$ cat config.mk
export PLATFORM = sky130hd
export DESIGN_NAME = booth_wallace_mult_pipe
export DESIGN_NICKNAME = d
export VERILOG_FILES = /design/src/rtl/booth_wallace_mult_pipe.sv
export SDC_FILE = /design/constraint.sdc
export NUM_CORES = 1
export LEC_CHECK = 0
export CORE_ASPECT_RATIO = 1.5
export CORE_MARGIN = 2
export CORE_UTILIZATION = 45
export CTS_CLUSTER_SIZE = 20
export DETAILED_ROUTE_END_ITERATION = 12
export GPL_TIMING_DRIVEN = 0
export PLACE_DENSITY = 0.62
export SLEW_MARGIN = 40
export SYNTH_ARGS = -nofsm -noshare
export SYNTH_HDL_FRONTEND = slang
export SYNTH_SLANG_ARGS = --single-unit
export TNS_END_PERCENT = 5
$ cat constraint.sdc
create_clock -name clk -period 2.5 [get_ports clk]
set_input_delay 0.375 -clock clk [delete_from_list [all_inputs] [get_ports clk]]
set_output_delay 0.375 -clock clk [all_outputs]
set_load 0.005 [all_outputs]
$ cat src/rtl/booth_wallace_mult_pipe.sv
`default_nettype none
// ============================================================================
// Module   : booth_wallace_mult_pipe
// Purpose  : Four-stage pipelined radix-4 Booth / Wallace-tree multiplier with
//            valid/ready handshakes, per-operation signed/unsigned mode, a
//            sideband tag, backpressure stall and synchronous flush.
//            One product per cycle when not stalled.
// Ports    : clk, rst_n        - clock, asynchronous active-low reset
//            flush             - synchronous clear of every in-flight op
//            in_valid/in_ready - operand handshake (in_ready is combinational
//                                from out_ready and flush)
//            in_signed         - 1: operands are two's complement, 0: unsigned
//            in_a, in_b        - multiplicand / multiplier (WIDTH bits)
//            in_tag            - sideband tag returned with the product
//            out_valid/out_ready - product handshake
//            out_p, out_tag    - product (2*WIDTH bits) and its tag
//            busy              - OR of all stage valid bits
// Params   : WIDTH (even, >= 4), TAG_W
// Revision : 1.0 - initial release
// ============================================================================
module booth_wallace_mult_pipe #(
    parameter int WIDTH = 8,
    parameter int TAG_W = 4
) (
    input  logic                 clk,
    input  logic                 rst_n,
    input  logic                 flush,
    input  logic                 in_valid,
    output logic                 in_ready,
    input  logic                 in_signed,
    input  logic [WIDTH-1:0]     in_a,
    input  logic [WIDTH-1:0]     in_b,
    input  logic [TAG_W-1:0]     in_tag,
    output logic                 out_valid,
    input  logic                 out_ready,
    output logic [2*WIDTH-1:0]   out_p,
    output logic [TAG_W-1:0]     out_tag,
    output logic                 busy
);

    localparam int c_prod_w = 2 * WIDTH;
    // Radix-4 digits over the (WIDTH+2)-bit extended multiplier.
    localparam int c_npp    = WIDTH / 2 + 1;
    // One extra row collects the "+1" of every negated partial product.
    localparam int c_nrows  = c_npp + 1;

    // Number of 3:2 reduction levels needed to bring c_nrows rows down to 2.
    function automatic int tree_levels(input int rows);
        int n;
        int l;
        n = rows;
        l = 0;
        while (n > 2) begin
            n = 2 * (n / 3) + (n % 3);
            l = l + 1;
        end
        return l;
    endfunction

    localparam int c_levels = tree_levels(c_nrows);

    // Wallace reduction: every level compresses each full group of three rows
    // into a sum row and a (left-shifted) carry row; leftover rows pass
    // through. Returns {carry, sum} with carry un-weighted, so that the final
    // adder computes sum + (carry << 1).
    function automatic logic [2*c_prod_w-1:0] wallace_reduce(
        input logic [c_prod_w-1:0] rows [c_nrows]
    );
        logic [c_prod_w-1:0] cur [c_nrows];
        logic [c_prod_w-1:0] nxt [c_nrows];
        int n;
        int g;
        int r;
        for (int k = 0; k < c_nrows; k++) begin
            cur[k] = rows[k];
        end
        n = c_nrows;
        for (int l = 0; l < c_levels; l++) begin
            g = n / 3;
            r = n % 3;
            for (int k = 0; k < c_nrows; k++) begin
                nxt[k] = '0;
            end
            for (int j = 0; j < c_nrows / 3; j++) begin
                if (j < g) begin
                    nxt[2*j]   = cur[3*j] ^ cur[3*j+1] ^ cur[3*j+2];
                    nxt[2*j+1] = ((cur[3*j] & cur[3*j+1]) |
                                  (cur[3*j] & cur[3*j+2]) |
                                  (cur[3*j+1] & cur[3*j+2])) << 1;
                end
            end
            for (int k = 0; k < 2; k++) begin
                if (k < r) begin
                    nxt[2*g+k] = cur[3*g+k];
                end
            end
            for (int k = 0; k < c_nrows; k++) begin
                cur[k] = nxt[k];
            end
            n = 2 * g + r;
        end
        // The last level always starts from three rows, so row 1 is a carry
        // row whose LSB is zero; shifting it back right loses nothing.
        return {cur[1] >> 1, cur[0]};
    endfunction

    // ------------------------------------------------------------------
    // Handshake / global advance
    // ------------------------------------------------------------------
    logic r_s1_valid;
    logic r_s2_valid;
    logic r_s3_valid;
    logic r_s4_valid;
    logic w_adv;
    logic w_take;

    assign w_adv     = ~r_s4_valid | out_ready;
    assign in_ready  = w_adv & ~flush;
    assign w_take    = in_valid & in_ready;
    assign out_valid = r_s4_valid;
    assign busy      = r_s1_valid | r_s2_valid | r_s3_valid | r_s4_valid;

    // Valid bits: flush wins over advance; bubbles move with the pipeline.
    always_ff @(posedge clk or negedge rst_n) begin
        if (!rst_n) begin
            r_s1_valid <= 1'b0;
            r_s2_valid <= 1'b0;
            r_s3_valid <= 1'b0;
            r_s4_valid <= 1'b0;
        end else if (flush) begin
            r_s1_valid <= 1'b0;
            r_s2_valid <= 1'b0;
            r_s3_valid <= 1'b0;
            r_s4_valid <= 1'b0;
        end else if (w_adv) begin
            r_s1_valid <= w_take;
            r_s2_valid <= r_s1_valid;
            r_s3_valid <= r_s2_valid;
            r_s4_valid <= r_s3_valid;
        end
    end

    // ------------------------------------------------------------------
    // S1: operands, mode, tag
    // ------------------------------------------------------------------
    logic [WIDTH-1:0] r_s1_a;
    logic [WIDTH-1:0] r_s1_b;
    logic             r_s1_signed;
    logic [TAG_W-1:0] r_s1_tag;

    always_ff @(posedge clk or negedge rst_n) begin
        if (!rst_n) begin
            r_s1_a      <= '0;
            r_s1_b      <= '0;
            r_s1_signed <= 1'b0;
            r_s1_tag    <= '0;
        end else if (w_take) begin
            r_s1_a      <= in_a;
            r_s1_b      <= in_b;
            r_s1_signed <= in_signed;
            r_s1_tag    <= in_tag;
        end
    end

    // ------------------------------------------------------------------
    // Booth radix-4 partial products (S1 -> S2)
    // ------------------------------------------------------------------
    logic [c_prod_w-1:0] w_a_ext;
    logic [WIDTH+2:0]    w_b_z;       // {ext, ext, b, implicit 0 below LSB}
    logic [c_prod_w-1:0] w_pp [c_nrows];

    always_comb begin
        w_a_ext = {{WIDTH{r_s1_signed & r_s1_a[WIDTH-1]}}, r_s1_a};
        w_b_z   = {{2{r_s1_signed & r_s1_b[WIDTH-1]}}, r_s1_b, 1'b0};
        for (int k = 0; k < c_nrows; k++) begin
            w_pp[k] = '0;
        end
        // Negative digits use the one's complement of the multiple; the
        // missing +1 is placed at bit 2i of the correction row.
        for (int i = 0; i < c_npp; i++) begin
            case (w_b_z[2*i +: 3])
                3'b001, 3'b010: w_pp[i] = w_a_ext << (2 * i);
                3'b011:         w_pp[i] = (w_a_ext << 1) << (2 * i);
                3'b100: begin
                    w_pp[i]          = (~(w_a_ext << 1)) << (2 * i);
                    w_pp[c_npp][2*i] = 1'b1;
                end
                3'b101, 3'b110: begin
                    w_pp[i]          = (~w_a_ext) << (2 * i);
                    w_pp[c_npp][2*i] = 1'b1;
                end
                default:        w_pp[i] = '0;
            endcase
        end
    end

    // ------------------------------------------------------------------
    // S2: partial products
    // ------------------------------------------------------------------
    logic [c_prod_w-1:0] r_s2_pp [c_nrows];
    logic [TAG_W-1:0]    r_s2_tag;

    always_ff @(posedge clk or negedge rst_n) begin
        if (!rst_n) begin
            for (int k = 0; k < c_nrows; k++) begin
                r_s2_pp[k] <= '0;
            end
            r_s2_tag <= '0;
        end else if (w_adv) begin
            for (int k = 0; k < c_nrows; k++) begin
                r_s2_pp[k] <= w_pp[k];
            end
            r_s2_tag <= r_s1_tag;
        end
    end

    // ------------------------------------------------------------------
    // Wallace tree (S2 -> S3)
    // ------------------------------------------------------------------
    logic [2*c_prod_w-1:0] w_tree;

    assign w_tree = wallace_reduce(r_s2_pp);

    // ------------------------------------------------------------------
    // S3: sum / carry pair
    // ------------------------------------------------------------------
    logic [c_prod_w-1:0] r_s3_sum;
    logic [c_prod_w-1:0] r_s3_carry;
    logic [TAG_W-1:0]    r_s3_tag;

    always_ff @(posedge clk or negedge rst_n) begin
        if (!rst_n) begin
            r_s3_sum   <= '0;
            r_s3_carry <= '0;
            r_s3_tag   <= '0;
        end else if (w_adv) begin
            r_s3_sum   <= w_tree[c_prod_w-1:0];
            r_s3_carry <= w_tree[2*c_prod_w-1:c_prod_w];
            r_s3_tag   <= r_s2_tag;
        end
    end

    // ------------------------------------------------------------------
    // S4: carry-propagate adder, modulo 2^(2*WIDTH)
    // ------------------------------------------------------------------
    always_ff @(posedge clk or negedge rst_n) begin
        if (!rst_n) begin
            out_p   <= '0;
            out_tag <= '0;
        end else if (w_adv) begin
            out_p   <= r_s3_sum + (r_s3_carry << 1);
            out_tag <= r_s3_tag;
        end
    end

endmodule
`default_nettype wire

After elaboration in Yosys (flattened, before gate mapping)
Index checks and enable logic that the tools add are counted.
{"block": "totals", "ff_bits": 169, "in_bits": 26, "output_inout_bits": 23, "word_cells": 120}
{"block": "op_classes", "muxes": 18, "n_addsub": 1, "n_reduce_logical": 14, "n_eq_ne": 27, "n_bitwise": 40}
{"operator": "$pmux 16 s4", "count": 4}
{"operator": "$and 15x15->15", "count": 10}
{"operator": "$or 15x15->15", "count": 8}
{"operator": "$xor 16x16->16", "count": 7}
{"operator": "$pmux 16 s3", "count": 1}
{"operator": "$eq 3x3->1 const B", "count": 12}
{"operator": "$not 16->16", "count": 2}
{"operator": "$and 15x9->15", "count": 2}
{"operator": "$eq 3x2->1 const B", "count": 8}
{"operator": "$reduce_or 2->1", "count": 9}
{"operator": "$add 16x16->16", "count": 1}
{"operator": "$xor 16x9->16", "count": 1}
{"operator": "$mux 1", "count": 13}
{"operator": "$eq 3x1->1 const B", "count": 4}
{"operator": "$reduce_or 3->1", "count": 4}
{"operator": "$and 1x1->1", "count": 4}
{"operator": "$eq 2x2->1 const B", "count": 2}
{"operator": "$or 1x1->1", "count": 4}
{"operator": "$eq 2x1->1 const B", "count": 1}
{"operator": "$not 1->1", "count": 2}
{"operator": "$reduce_bool 2->1", "count": 1}

Depth between registers and ports, before layout
{"block": "depth", "word_depth": 9, "ltp_mapped": 8, "depth_no_buf": 8}

Worst setup path before layout
No wires, ideal clock.
{"block": "synth_path", "kind": "reg2reg", "startpoint": "reg r_s2_pp[94] (netlist name)", "endpoint": "reg r_s3_sum[14]", "period_less_slack_ns": 2.277, "t_arrival_ns": 2.212, "slack_ns": 0.223, "setup_time_ns": 0.065, "path_stages_with_launch": 8, "path_cell_list": "dfrtp_1 -> inv_1 -> fa_1 -> fa_1 -> inv_1 -> fa_1 -> nand2_1 -> nand2_1"}
{"block": "synth_between", "elab_chain_cells": 6}
{"item": "start, declared", "line": "200", "source": "logic [c_prod_w-1:0] r_s2_pp [c_nrows];"}
{"item": "start signal, assigned by index", "line": "211", "source": "r_s2_pp[k] <= w_pp[k];"}
{"item": "$xor 16x16->16 (6 in a row)", "line": "86", "source": "nxt[2*j] = cur[3*j] ^ cur[3*j+1] ^ cur[3*j+2];"}
{"item": "net w_tree[14]", "line": "220", "source": "logic [2*c_prod_w-1:0] w_tree;"}
{"item": "end signal, assigned", "line": "237", "source": "r_s3_sum <= w_tree[c_prod_w-1:0];"}
{"item": "end, declared", "line": "227", "source": "logic [c_prod_w-1:0] r_s3_sum;"}
The timed path passes the listed nets, and every way through them passes these cells.
A chain may end at the register's enable or synchronous reset.

Worst setup path in the final report
Same ends and word-level chain as after synthesis.

==> run summary <==
Layout area overhead = 18.2%
Power consumption = 10.3 mW
Antenna viol nets, final = 0
Vias/cell = 5.42
TritonCTS clock tree = yes
DRC violations left = 0
Top_reg_cell synth = dfrtp_1
GR Overflow Total = 0
Initial DRC Count = 362
Diodes inserted = 0
Period utilization = 94.1%
Psw = 3.94 mW
Final Hold Fails = 0
Setup ws final = 146 ps
Routed length on met1 = 7830 µm
Worst slack, placed = -76.3 ps
Finish-stage setup viols = 0
Max-cap viol count = 0
Final GP Congestion = 0.885
Worst Hold Class = input port to async pin
Worst clock skew = 12.2 ps
Core Box Area = 16,300 µm²
Dpl hpwl = 14,200 µm
Netlist cell types = 51
Gate Count Post-Synth = 788
Die area = 17,700 µm²
Clock transition at path regs = 60 ps
Commonest non-fill, non-tap cell in the layout = nand2_1
Vias in the first global route = 5,860
Outcome = completed
Drt first pass iters = 5
Largest net degree at the start of global routing = 72
PortBufs = 48
Switching part of the total = 38.2%
Post-synth EDFFs = 0
Routed wire length = 19,100 µm
Most frequent cells in the layout = nand2_1 (182), dfrtp_1 (135), nor2_1 (60)
Internal power = 6.38 mW
Antenna violations before repair = 0
Worst skew pair latency = 430 ps
Final Core Density = 54.3%
Die span in y = 162 µm
Final net count = 944
First-pass GRT wire length = 30,500 µm
RSZ-0062 raised after global routing = no
Peak Freq = 0.425 GHz
Post-Syn Area = 7470 µm²
Vias = 5,829
Worst setup EP type = flip-flop
Root Buffer = clkbuf_16
Mapped Avg Cell Area = 9.48 µm²
Postcts setup bufs = 0
Longest Clk Path Bufs = 2
WL/cell = 17.8 µm
Asr flop ratio synth = 100%
Initial Utilization = 45.9%
Post-layout minimum cycle time = 2350 ps
CP startpoint kind = flip-flop
Power Density = 1170 nW/µm²
CP Class = flip-flop to flip-flop
Gr usage total = 23.0%
Clock sinks = 135
Leakage = 4.19 nW
Final std cells w/o fill = 1,076
I/O pins = 49
H-tree depth = 4
Sequential share of the synthesized area = 45.2%
Top layer used by detailed routing = met4
Clk pwr share = 24.2%
Worst VDD drop = 0.498 mV
Critical Path AT = 2720 ps
Slew headroom = 42.2%
Data required, critical path = 2860 ps
Num CTS Buffers = 17
Placed Instances = 1,043
Die Wd = 109 µm
Combinational Power Share = 43.7%
Syn nets = 875
Fraction of layout cells with a size suffix above 1 = 8.28%
WL met2 = 9830 µm
Crit Path Max Fanout = 6
Syn. warnings = 0
Sequential Power Share = 32.2%
Worst slew pin tran = 866 ps
Final count of pins violating max slew = 0
Row count = 57
DR WL met3 = 735 µm
Yosys reg bits = 135
critical path, cell delays in order, from the launching register on:
cell	delay [ps]
dfrtp_1	370
inv_2	140
fa_1	490
fa_1	570
inv_1	60
fa_1	540
nand2_1	50
nand2_1	80
metrics by stage:
| step | hold WS, ps | setup TNS (ps) | instance area, µm² |
|---|---|---|---|
| 2_1_floorplan | 79.4 | 0 | 7470 |
| 3_3_place_gp | 450 | -572150 | 8210 |
| 3_5_place_dp | 350 | -414 | 8240 |
| 4_1_cts | 470 | 0 | 8830 |
| 5_1_grt | 490 | 0 | 8830 |
| 6_report | 467 | 0 | 8830 |
state kept, by name, summed over array words and instances, names as in the netlist:
signal	count
out_valid	1
r_s1_signed	1
r_s2_tag	4
r_s3_sum	16
r_s2_pp	53
out_p	16
r_s3_carry	13
r_s1_valid	1
r_s2_valid	1
r_s1_b	8
r_s3_tag	4
r_s1_tag	4
r_s3_valid	1
out_tag	4
r_s1_a	8
power by group through the flow:
stage / logic [mW] / registers [mW] / clock network, mW
final: 4.50 / 3.32 / 2.49
after detailed placement: 4.49 / 3.36 / 0
after floorplan: 3.27 / 3.26 / 0
after CTS: 4.55 / 3.32 / 2.53
after global placement: 4.36 / 3.33 / 0
after global routing: 5.17 / 3.40 / 2.62
cell families after synthesis:
| logic type | share of synthesized area, % |
|---|---|
| multiplexers | 3.15 |
| AND/OR/NAND/NOR | 15.5 |
| XOR/XNOR | 5.28 |
| flip-flops | 45.2 |
| buffers and inverters | 5.01 |
| adder cells (fa/ha/maj) | 13.0 |
| AO/OA/AOI/OAI | 12.8 |
timing repair:
item,CTS,global route
hold buffers,1,0
resized for setup,0,2
setup endpoints to repair,0,1
hold endpoints to repair,64,0
area by class of cell:
| type | count | area, µm² |
|---|---|---|
| Inverter | 47 | 176 |
| Clock inverter | 15 | 155 |
| Sequential cell | 135 | 3380 |
| Multi-Input combinational cell | 557 | 3720 |
| Buffer | 49 | 198 |
| Tap cell | 206 | 258 |
| Fill cell | 1523 | 7430 |
| Timing Repair Buffer | 50 | 523 |
| Clock buffer | 17 | 425 |
layer usage:
layer / global-route usage (%) / up-vias
li1: - / 2765
met1: 28.5 / 2859
met2: 39.0 / 170
met3: 3.29 / 35
met4: 11.0 / 0
met5: 0 / -
cells in the mapped netlist (2+ instances only):
cell / count / area, µm²
a31oi_1: 2 / 12.5
nand2b_1: 2 / 12.5
nor2_1: 60 / 225
a22o_1: 8 / 70.1
nor3_1: 8 / 40.0
nand4_1: 3 / 18.8
o21ai_0: 24 / 120
nand2_1: 182 / 683
a21oi_1: 58 / 290
or3_1: 4 / 25.0
a311oi_1: 2 / 17.5
mux2_2: 20 / 225
a21boi_0: 2 / 15.0
dfrtp_1: 135 / 3380
nor3b_1: 4 / 30.0
and3_1: 2 / 12.5
nand3_1: 7 / 35.0
buf_2: 11 / 55.1
fa_1: 28 / 561
o21a_1: 2 / 15.0
a211oi_1: 10 / 75.1
and2_1: 2 / 12.5
a21o_1: 5 / 37.5
o2bb2ai_1: 2 / 17.5
xnor2_1: 12 / 105
buf_1: 7 / 26.3
o31ai_1: 4 / 30.0
inv_1: 47 / 176
or4_1: 2 / 15.0
ha_1: 33 / 413
clkbuf_1: 31 / 116
a221oi_1: 16 / 140
a2111oi_0: 2 / 17.5
o21bai_1: 2 / 15.0
xor2_1: 33 / 289
worst paths after layout:
path                                               from                       end  slack [ps]  cells after the start
max in group asynchronous                         rst_n     r_s1_a[4]$_DFFE_PN0P_        1300                      3
worst max register to register  r_s2_pp[94]$_DFFE_PN0N_  r_s3_sum[14]$_DFFE_PN0N_         150                      7
worst min-delay path                              rst_n     out_p[14]$_DFFE_PN0N_         470                      2
worst max-delay path            r_s2_pp[94]$_DFFE_PN0N_  r_s3_sum[14]$_DFFE_PN0N_         150                      7
worst min register to register  r_s2_tag[0]$_DFFE_PN0N_   r_s2_tag[0]$_DFFE_PN0N_         470                      2
min in group clk                r_s2_tag[0]$_DFFE_PN0N_   r_s2_tag[0]$_DFFE_PN0N_         470                      2
Power figures use the tool's default switching activity.
